`src/rtl/keypad_pkg.sv`:
```
// rtl/keypad_pkg.sv - shared sizes, scanner states and row-drive helper for the keypad scanner
package keypad_pkg;

  localparam int NUM_ROWS = 5;
  localparam int NUM_COLS = 4;
  localparam int CODE_W   = 5;

  typedef enum logic [1:0] {
    SCAN    = 2'd0,
    CONFIRM = 2'd1,
    HELD    = 2'd2
  } kp_state_e;

  // Row drive with only the selected row pulled low.
  function automatic logic [NUM_ROWS-1:0] onehot_low(input logic [2:0] row_idx);
    return ~(NUM_ROWS'(1) << row_idx);
  endfunction

endpackage

```
`src/rtl/kp_col_sync.sv`:
```
// rtl/kp_col_sync.sv - two-flop synchronizer for the asynchronous column inputs, resets to all-ones
module kp_col_sync #(
  parameter int W = 4
) (
  input  logic         clk,
  input  logic         rst_n,
  input  logic [W-1:0] din,
  output logic [W-1:0] dout
);

  logic [W-1:0] meta;

  // Two-stage capture; idle columns read high, so reset matches "no key".
  always_ff @(posedge clk or negedge rst_n) begin
    if (!rst_n) begin
      meta <= '1;
      dout <= '1;
    end else begin
      meta <= din;
      dout <= meta;
    end
  end

endmodule

```
`src/rtl/keypad_matrix_scanner.sv`:
```
// rtl/keypad_matrix_scanner.sv - 5x4 matrix scanner with debounce; optional auto-repeat under KEYPAD_AUTOREPEAT_EN
module keypad_matrix_scanner
  import keypad_pkg::*;
#(
  parameter int ROW_DWELL    = 50000,
  parameter int DEB_CYCLES   = 100000
`ifdef KEYPAD_AUTOREPEAT_EN
  ,
  parameter int REPEAT_DELAY = 50000000,
  parameter int REPEAT_RATE  = 10000000
`endif
) (
  input  logic              clk,
  input  logic              RSTN,
  input  logic [3:0]        K_COL,
  output logic [4:0]        K_ROW,
  output logic [CODE_W-1:0] key_code,
  output logic              key_valid,
  output logic              key_pulse,
  output logic              key_release
);

  localparam int CNT_MAX = (ROW_DWELL > DEB_CYCLES) ? ROW_DWELL : DEB_CYCLES;
  localparam int CNT_W   = (CNT_MAX > 1) ? $clog2(CNT_MAX) : 1;
  localparam logic [CNT_W-1:0] DWELL_LAST = CNT_W'(ROW_DWELL - 1);
  localparam logic [CNT_W-1:0] DEB_LAST   = CNT_W'(DEB_CYCLES - 1);

  logic [NUM_COLS-1:0] col_s;
  kp_state_e           state;
  logic [CNT_W-1:0]    cnt;
  logic [CNT_W-1:0]    cnt_inc;
  logic [2:0]          row_idx;
  logic [2:0]          row_next;
  logic [CODE_W-1:0]   cand_code;
  logic [NUM_COLS-1:0] cand_pat;
  logic                one_low;
  logic [1:0]          low_idx;
  logic                rep_fire;

  kp_col_sync #(.W(NUM_COLS)) u_col_sync (
    .clk   (clk),
    .rst_n (RSTN),
    .din   (K_COL),
    .dout  (col_s)
  );

  assign row_next = (row_idx == 3'(NUM_ROWS - 1)) ? 3'd0 : row_idx + 3'd1;
  assign cnt_inc  = (cnt == {CNT_W{1'b1}}) ? cnt : cnt + CNT_W'(1);

  // Classify the sampled columns: a single low bit is a candidate key, anything else is idle or ghosting.
  always_comb begin
    one_low = ($countones(~col_s) == 1);
    low_idx = 2'd0;
    for (int c = 0; c < NUM_COLS; c++) begin
      if (!col_s[c]) low_idx = 2'(c);
    end
  end

`ifdef KEYPAD_AUTOREPEAT_EN
  localparam int REP_MAX = (REPEAT_DELAY > REPEAT_RATE) ? REPEAT_DELAY : REPEAT_RATE;
  localparam int REP_W   = (REP_MAX > 1) ? $clog2(REP_MAX) : 1;
  localparam logic [REP_W-1:0] DELAY_LAST = REP_W'(REPEAT_DELAY - 1);
  localparam logic [REP_W-1:0] RATE_LAST  = REP_W'(REPEAT_RATE - 1);

  logic [REP_W-1:0] rep_cnt;
  logic             rep_first;
  logic             key_down;

  assign key_down = (col_s != '1);
  assign rep_fire = (state == HELD) && key_down &&
                    (rep_first ? (rep_cnt == RATE_LAST) : (rep_cnt == DELAY_LAST));

  // Repeat timer: long initial delay, then the shorter rate; any all-high sample restarts it.
  always_ff @(posedge clk or negedge RSTN) begin
    if (!RSTN) begin
      rep_cnt   <= '0;
      rep_first <= 1'b0;
    end else if (state != HELD || !key_down) begin
      rep_cnt   <= '0;
      rep_first <= 1'b0;
    end else if (rep_fire) begin
      rep_cnt   <= '0;
      rep_first <= 1'b1;
    end else if (rep_cnt != {REP_W{1'b1}}) begin
      rep_cnt <= rep_cnt + REP_W'(1);
    end
  end
`else
  assign rep_fire = 1'b0;
`endif

  // Scan/confirm/held sequencer; the row stays frozen outside SCAN so the candidate key remains visible.
  always_ff @(posedge clk or negedge RSTN) begin
    if (!RSTN) begin
      state       <= SCAN;
      cnt         <= '0;
      row_idx     <= 3'd0;
      K_ROW       <= 5'b11110;
      cand_code   <= '0;
      cand_pat    <= '1;
      key_code    <= '0;
      key_valid   <= 1'b0;
      key_pulse   <= 1'b0;
      key_release <= 1'b0;
    end else begin
      key_pulse   <= 1'b0;
      key_release <= 1'b0;
      case (state)
        SCAN: begin
          if (cnt == DWELL_LAST) begin
            cnt <= '0;
            if (one_low) begin
              cand_code <= {row_idx, low_idx};
              cand_pat  <= col_s;
              state     <= CONFIRM;
            end else begin
              row_idx <= row_next;
              K_ROW   <= onehot_low(row_next);
            end
          end else begin
            cnt <= cnt_inc;
          end
        end
        CONFIRM: begin
          if (col_s != cand_pat) begin
            cnt     <= '0;
            row_idx <= row_next;
            K_ROW   <= onehot_low(row_next);
            state   <= SCAN;
          end else if (cnt == DEB_LAST) begin
            key_code  <= cand_code;
            key_valid <= 1'b1;
            key_pulse <= 1'b1;
            cnt       <= '0;
            state     <= HELD;
          end else begin
            cnt <= cnt_inc;
          end
        end
        HELD: begin
          if (rep_fire) key_pulse <= 1'b1;
          if (col_s != '1) begin
            cnt <= '0;
          end else if (cnt == DEB_LAST) begin
            key_valid   <= 1'b0;
            key_release <= 1'b1;
            cnt         <= '0;
            row_idx     <= row_next;
            K_ROW       <= onehot_low(row_next);
            state       <= SCAN;
          end else begin
            cnt <= cnt_inc;
          end
        end
        default: begin
          cnt   <= '0;
          state <= SCAN;
        end
      endcase
    end
  end

endmodule

```
`config.mk`:
```
export PLATFORM = sky130hd
export DESIGN_NAME = keypad_matrix_scanner
export DESIGN_NICKNAME = d
export VERILOG_FILES = /design/src/rtl/keypad_pkg.sv /design/src/rtl/kp_col_sync.sv /design/src/rtl/keypad_matrix_scanner.sv
export SDC_FILE = /design/constraint.sdc
export NUM_CORES = 1
export LEC_CHECK = 0
export CAP_MARGIN = 10
export CORE_UTILIZATION = 53
export CTS_CLUSTER_DIAMETER = 50
export CTS_CLUSTER_SIZE = 8
export DETAILED_ROUTE_END_ITERATION = 7
export MAX_ROUTING_LAYER = met4
export PLACE_DENSITY_LB_ADDON = 0.3
export REMOVE_ABC_BUFFERS = 1
export SYNTH_ARGS = -nofsm -noshare
export SYNTH_HDL_FRONTEND = slang
export SYNTH_SLANG_ARGS = --single-unit
```
`constraint.sdc`:
```
create_clock -name clk -period 2.5 [get_ports clk]
set_input_delay 0.375 -clock clk [delete_from_list [all_inputs] [get_ports clk]]
set_output_delay 0.375 -clock clk [all_outputs]
set_load 0.02 [all_outputs]
```
# Word-level counts from Yosys, hierarchy flattened
# Cells that the tools add are included.
# word_totals
ff_bits	52
latch_bits	0
ram_bits	0
rom_bits	0
input_bits	6
out_inout_bits	13
elab_cells	86
mem_count	0
# classes
addsub	5
n_mul	0
n_div	0
order_cmp	0
n_eq_ne	18
shifts	1
muxes	39
n_bitwise	3
n_reduce_logical	8
# op_table
op	count
2-to-1 mux 17 bit	5
one-hot mux 17 bit (3 select lines)	1
== test 17 bit, second input constant	2
2-to-1 mux 5 bit	5
2-to-1 mux 3 bit	6
adder 17 x 1 -> 17 bit, second input constant	1
== test 17 x 16 -> 1 bit, second input constant	1
2-to-1 mux 2 bit	8
!= test 2 bit, second input constant	8
one-hot mux 5 bit (3 select lines)	1
2-to-1 mux 1 bit	10
AND reduction 5 bit	2
one-hot mux 3 bit (3 select lines)	1
one-hot mux 2 bit (3 select lines)	1
AND reduction 3 bit	2
AND reduction 6 bit	1
inverter 5 bit	1
left shift 1 x 3 -> 5 bit, first input constant	1
adder 1 x 1 -> 2 bit	2
!= test 4 bit	1
!= test 4 bit, second input constant	1
inverter 4 bit	1
adder 2 x 2 -> 3 bit	1
adder 3 x 1 -> 3 bit, second input constant	1
other kinds (10)	10

# Longest topological paths before layout
# depth
ltp_word	7
depth_mapped	9
mapped_depth_nobuf	9

# Modules after synthesis
# Synthesis repeated with hierarchy kept, for this count alone.
# unflattened
cells_unflattened	220
area_unflattened_um2	2612.5
# modules_own_cells
module	instances	cells_each	area_each_um2
keypad_matrix_scanner	1	212	2402.3
kp_col_sync	1	8	210.2

# Least setup slack after synthesis
# No wires, ideal clock.
# synth_timing
path_type	register to register
startpoint	register u_col_sync.dout[3]
endpoint	register K_ROW[0]
setup_ns	0.125
arrival_time_ns	2.380
required_ns	2.375
setup_slack_ns	-0.005
path_stages_with_launch	10
n_path_buf	0
path_cell_list	dfstp_2 fa_1 inv_1 ha_1 ha_1 nor3b_1 or2_2 o2bb2ai_4 o21ai_4 mux2_4
# synth_between
elab_chain_len	6
word_cells_on_any_way	10
classes_between	add/sub: 2; eq/ne: 6; bitwise: 1; reduce/logical: 1
# synth_lines
element	line_no	source
start, declared	kp_col_sync.sv:8	output logic [W-1:0] dout
start signal, assigned	kp_col_sync.sv:20	dout <= meta;
inverter 4 bit	keypad_matrix_scanner.sv:52	one_low = ($countones(~col_s) == 1);
adder 1 x 1 -> 2 bit (not written as such)	keypad_matrix_scanner.sv:52	
adder 2 x 2 -> 3 bit (not written as such)	keypad_matrix_scanner.sv:52	
== test 3 x 1 -> 1 bit	keypad_matrix_scanner.sv:52	
!= test 2 bit (no source line)	--	
AND reduction 6 bit (no source line) (*)	--	
end signal, assigned	keypad_matrix_scanner.sv:118	K_ROW <= onehot_low(row_next);
end signal, assigned	keypad_matrix_scanner.sv:128	K_ROW <= onehot_low(row_next);
end signal, assigned	keypad_matrix_scanner.sv:149	K_ROW <= onehot_low(row_next);
end, declared	keypad_matrix_scanner.sv:16	output logic [4:0] K_ROW,
# Every way passes the cells marked *; elsewhere a longest branch is shown, timed or not.
# A chain may end at the register's enable or synchronous reset.

# Worst setup path in the final report
# layout_timing
startpoint	register u_col_sync.dout[3]
endpoint	register row_idx[0]
# layout_between
elab_chain_len	6
word_cells_on_any_way	10
classes_between	add/sub: 2; eq/ne: 6; bitwise: 1; reduce/logical: 1
# layout_lines
element	line_no	source
inverter 4 bit	keypad_matrix_scanner.sv:52	
adder 1 x 1 -> 2 bit (not written as such)	keypad_matrix_scanner.sv:52	
adder 2 x 2 -> 3 bit (not written as such)	keypad_matrix_scanner.sv:52	
== test 3 x 1 -> 1 bit	keypad_matrix_scanner.sv:52	
!= test 2 bit (no source line)	--	
AND reduction 6 bit (no source line) (*)	--	
end signal, assigned	keypad_matrix_scanner.sv:117	row_idx <= row_next;
end signal, assigned	keypad_matrix_scanner.sv:127	row_idx <= row_next;
end signal, assigned	keypad_matrix_scanner.sv:148	row_idx <= row_next;
end, declared	keypad_matrix_scanner.sv:32	logic [2:0] row_idx;
# Marks and branches as above.

==> metrics.md <==
| Metric | Value |
|---|---|
| Chip width | `approximately 74 um` |
| Post-place instance area | `3050 sq um` |
| Num ports | `19` |
| Via count | `1,921` |
| Number of cells produced by synthesis | `242` |
| # setup viols final | `6` |
| Psw | `around 0.32 mW` |
| Switching Share | `22.8%` |
| Antenna violations before repair | `0` |
| Buf+Inv Stages, Crit Path | `2` |
| Clock network fraction of design power | `33.6%` |
| Clk Latency, worst-skew pair | `0.30 ns` |
| Synth warn | `0` |
| Status | `finished with violations` |
| CP max stage delay | `0.55 ns` |
| HP Class | `primary input to asynchronous set/reset pin` |
| Reg clk slew, reported paths | `0.09 ns` |
| Hold buffer count at cts | `0` |
| Seq/Total Area, Yosys | `about half` |
| Crit Path Max Fanout | `8` |
| Global-route wire length before repair | `8.61 mm` |
| ANT nets after route | `0` |
| Tcrit/Tclk final | `102%` |
| Via/cell ratio | `5.68` |
| Finished Core Util | `65.7%` |
| GP Congestion | `approximately 0.96` |
| Syn Area/Cell | `~11 sq um` |
| Layout cells sized above 1 | `31.7%` |
| Synth Cell Area | `around 2700 sq um` |
| Worst EP required | `roughly 2.7 ns` |
| Crit path arrival time | `2.76 ns` |
| Power Density | `444 nW/um^2` |
| Int Power | `approximately 1.1 mW` |
| Final slew viol count | `0` |
| DIE HEIGHT | `73.8 um` |
| Cell mode on critical path | `ha_4` |
| # port buffers | `18` |
| Nets | `approximately 280` |
| Seq pwr share | `60.5%` |
| Die ar. | `5450 sq um` |
| Least-Margin Pin Slew | `between 0.5 and 0.6 ns` |
| Worst setup SP type | `flip-flop` |
| Unique masters post-synth | `56` |
| R2r startpoint | `u_col_sync.dout[3]$_DFF_PN1_` |
| DP HPWL | `3.71 mm` |
| Kind of critical path | `flip-flop to flip-flop` |
| Final Hold Viols | `0` |
| Iteration-0 DRC count of the detailed router | `92` |
| Post-route cell area | `3190 sq um` |
| Final Instance Count excl. Fillers | `roughly 340` |
| Total global routing overflow | `0` |
| Gr usage total | `22.0%` |
| Final WL | `5.10 mm` |
| Core box area | `4850 sq um` |
| CTS buffer count | `5` |
| CTS tree | `yes` |
| CP cell instances | `fa_1 -> inv_2 -> ha_4 -> ha_4 -> nor3b_4 -> or2_4 -> o2bb2ai_4 -> o21ai_4 -> buf_12 -> mux2_4` |
| Crit path launch | `u_col_sync.dout[3]$_DFF_PN1_` |
| Total power | `around 1.4 mW` |
| Total number of H-tree levels | `2` |
| Largest net degree at the start of global routing | `26` |
| Crit path time final | `approximately 2.6 ns` |
| Flops & latches, synth | `52` |
| Top delay family on crit path | `adder cells` |
| Fin worst setup slack | `-0.0608 ns` |
| Fmax | `391 MHz` |
| EDFF count, synth | `0` |
| Post-synth top flop | `dfrtp_1` |
| Failing checks | `negative setup slack` |
| First-pass iteration count of the detailed router | `4` |
| Worst slew margin | `62.6%` |
| # DRC | `0` |
| Placed Cells | `329` |
| RSZ-0062 raised after global routing | `true` |
| Row cnt | `25` |
| # diodes | `0` |
| Slowest-stage cell, CP | `dfstp_2` |
| Root Buffer | `clkbuf_8` |
| Type of element capturing the critical path | `flip-flop` |
| Clock Skews | `between 0.009 and 0.01 ns` |
| Peak VDD IR | `0.000239 V` |
| Sink Count | `52` |
| Routed length per instance | `15.1 um` |
| Area grow syn2layout | `16.6%` |
| Max-Cap Viols | `0` |
| Synth async-reset ratio | `100%` |
| Vias in the first global route | `between 1,500 and 2,000` |
| Hold_ws | `0.0388 ns` |
| Clk buf depth | `2` |
| Combinational share of power | `5.8%` |
| Initial Utilization | `56.4%` |
| Leakage | `1.35 nW` |
==> area by class of cell <==
| cell class | instances | area, sq um |
|---|---|---|
| inverter | 7 | 26.3 |
| fill | 377 | 1660 |
| timing repair buffer | 32 | 293 |
| clock buffer | 6 | 72.6 |
| multi-input combinational | 172 | 1370 |
| sequential | 52 | 1320 |
| clock inverter | 2 | 16.3 |
| tap | 67 | 83.8 |
==> metal layers <==
metal	wire (um)	global-route usage (%)
met1	2310	28.1
met3	210	5.21
met2	2460	33.1
met4	116	10.0
met5	0	-
==> final timing paths <==
check,end,slack [ns],depth (start not counted)
worst max-delay path,row_idx[0]$_DFFE_PN0P_,-0.06,10
worst min-delay path,cand_code[0]$_DFFE_PN0P_,0.04,1
worst max register to register,row_idx[0]$_DFFE_PN0P_,-0.06,10
worst min register to register,u_col_sync.dout[1]$_DFF_PN1_,0.36,0
max in group asynchronous,u_col_sync.dout[1]$_DFF_PN1_,1.79,2
min in group clk,u_col_sync.dout[1]$_DFF_PN1_,0.36,0
==> metrics by stage <==
| step | worst slack, ns | TNS (ns) |
|---|---|---|
| after floorplan | -0.00441 | -0.00882 |
| after global placement | 0.0144 | 0 |
| after detailed placement | -0.106 | -0.461 |
| after CTS | -0.0199 | -0.0373 |
| after global routing | -0.120 | -0.574 |
| final | -0.0608 | -0.196 |
==> cells in the mapped netlist (3+ instances only) <==
| library cell | n | area share [%] |
|---|---|---|
| o21ai_0 | 5 | 0.92 |
| xnor2_1 | 5 | 1.6 |
| nand4_1 | 9 | 2.1 |
| nor3_1 | 4 | 0.73 |
| nand2b_1 | 3 | 0.69 |
| o211ai_1 | 3 | 0.82 |
| nor2_2 | 10 | 2.3 |
| dfrtp_1 | 36 | 33 |
| clkbuf_1 | 8 | 1.1 |
| and4_1 | 3 | 0.96 |
| mux2_2 | 14 | 5.8 |
| nor2_1 | 15 | 2.1 |
| dfstp_2 | 16 | 15 |
| mux2_4 | 6 | 3.3 |
| nand2_1 | 16 | 2.2 |
| or2_2 | 3 | 0.69 |
| inv_1 | 7 | 0.96 |
| a21oi_1 | 11 | 2.0 |
| nand3_1 | 4 | 0.73 |
| xor2_1 | 11 | 3.5 |
| and3_1 | 4 | 0.92 |
| ha_1 | 6 | 2.7 |
==> layout by cell type (no fill, tap or decap), types with 6 or more instances in the layout <==
cell type,count
mux2_2,14
nand2_1,16
nor2_1,15
inv_1,6
nor2_2,10
dfstp_2,16
xor2_1,11
nand4_1,9
dfrtp_1,36
mux2_4,6
clkdlybuf4s50_1,17
buf_4,13
a21oi_1,11
==> registers in the layout, indices dropped and copies added (netlist names), 2 cells and up <==
signal and count:
cnt 17, K_ROW 5, cand_code 5, key_code 5, cand_pat 4, u_col_sync.dout 4, u_col_sync.meta 4, row_idx 3
state 2
==> worst reg2reg max path, delay by kind of cell, from the launching register on <==
| family | cells | cell delay [ns] |
|---|---|---|
| adder cells (fa/ha/maj) | 3 | 0.76 |
| flip-flops | 1 | 0.55 |
| AO/OA/AOI/OAI | 2 | 0.22 |
| buffers and inverters | 2 | 0.23 |
| AND/OR/NAND/NOR | 2 | 0.40 |
| multiplexers | 1 | 0.29 |
==> what timing repair did <==
action | CTS | global route
gates resized for setup | 4 | 4
buffers inserted | 1 | 0
cloned | 0 | 0
pin swaps | 2 | 6
setup endpoints to repair | 10 | 16
==> logic make-up (layout without fill, tap and decap cells) <==
logic type / Yosys count / in the layout / share of synthesized area [%]
buffers and inverters: 18 / 47 / 2.98
muxes: 22 / 22 / 9.80
xor gates and xnor gates: 16 / 16 / 5.13
adders and majority gates: 7 / 7 / 3.48
and+or+nand+nor: 96 / 96 / 21.9
AOI/OAI and AO/OA: 31 / 31 / 8.33
DFF: 52 / 52 / 48.4
==> power groups by stage <==
| stage | clock network, mW | logic, mW | registers [mW] |
|---|---|---|---|
| 2_1_floorplan | 0 | 0.0201 | 0.874 |
| 3_5_place_dp | 0 | 0.0593 | 0.873 |
| 6_report | 0.476 | 0.0828 | 0.857 |
| 3_3_place_gp | 0 | 0.0552 | 0.872 |
| 5_1_grt | 0.531 | 0.0928 | 0.858 |
| 4_1_cts | 0.488 | 0.0681 | 0.857 |
(Power assumes the default switching activity.)
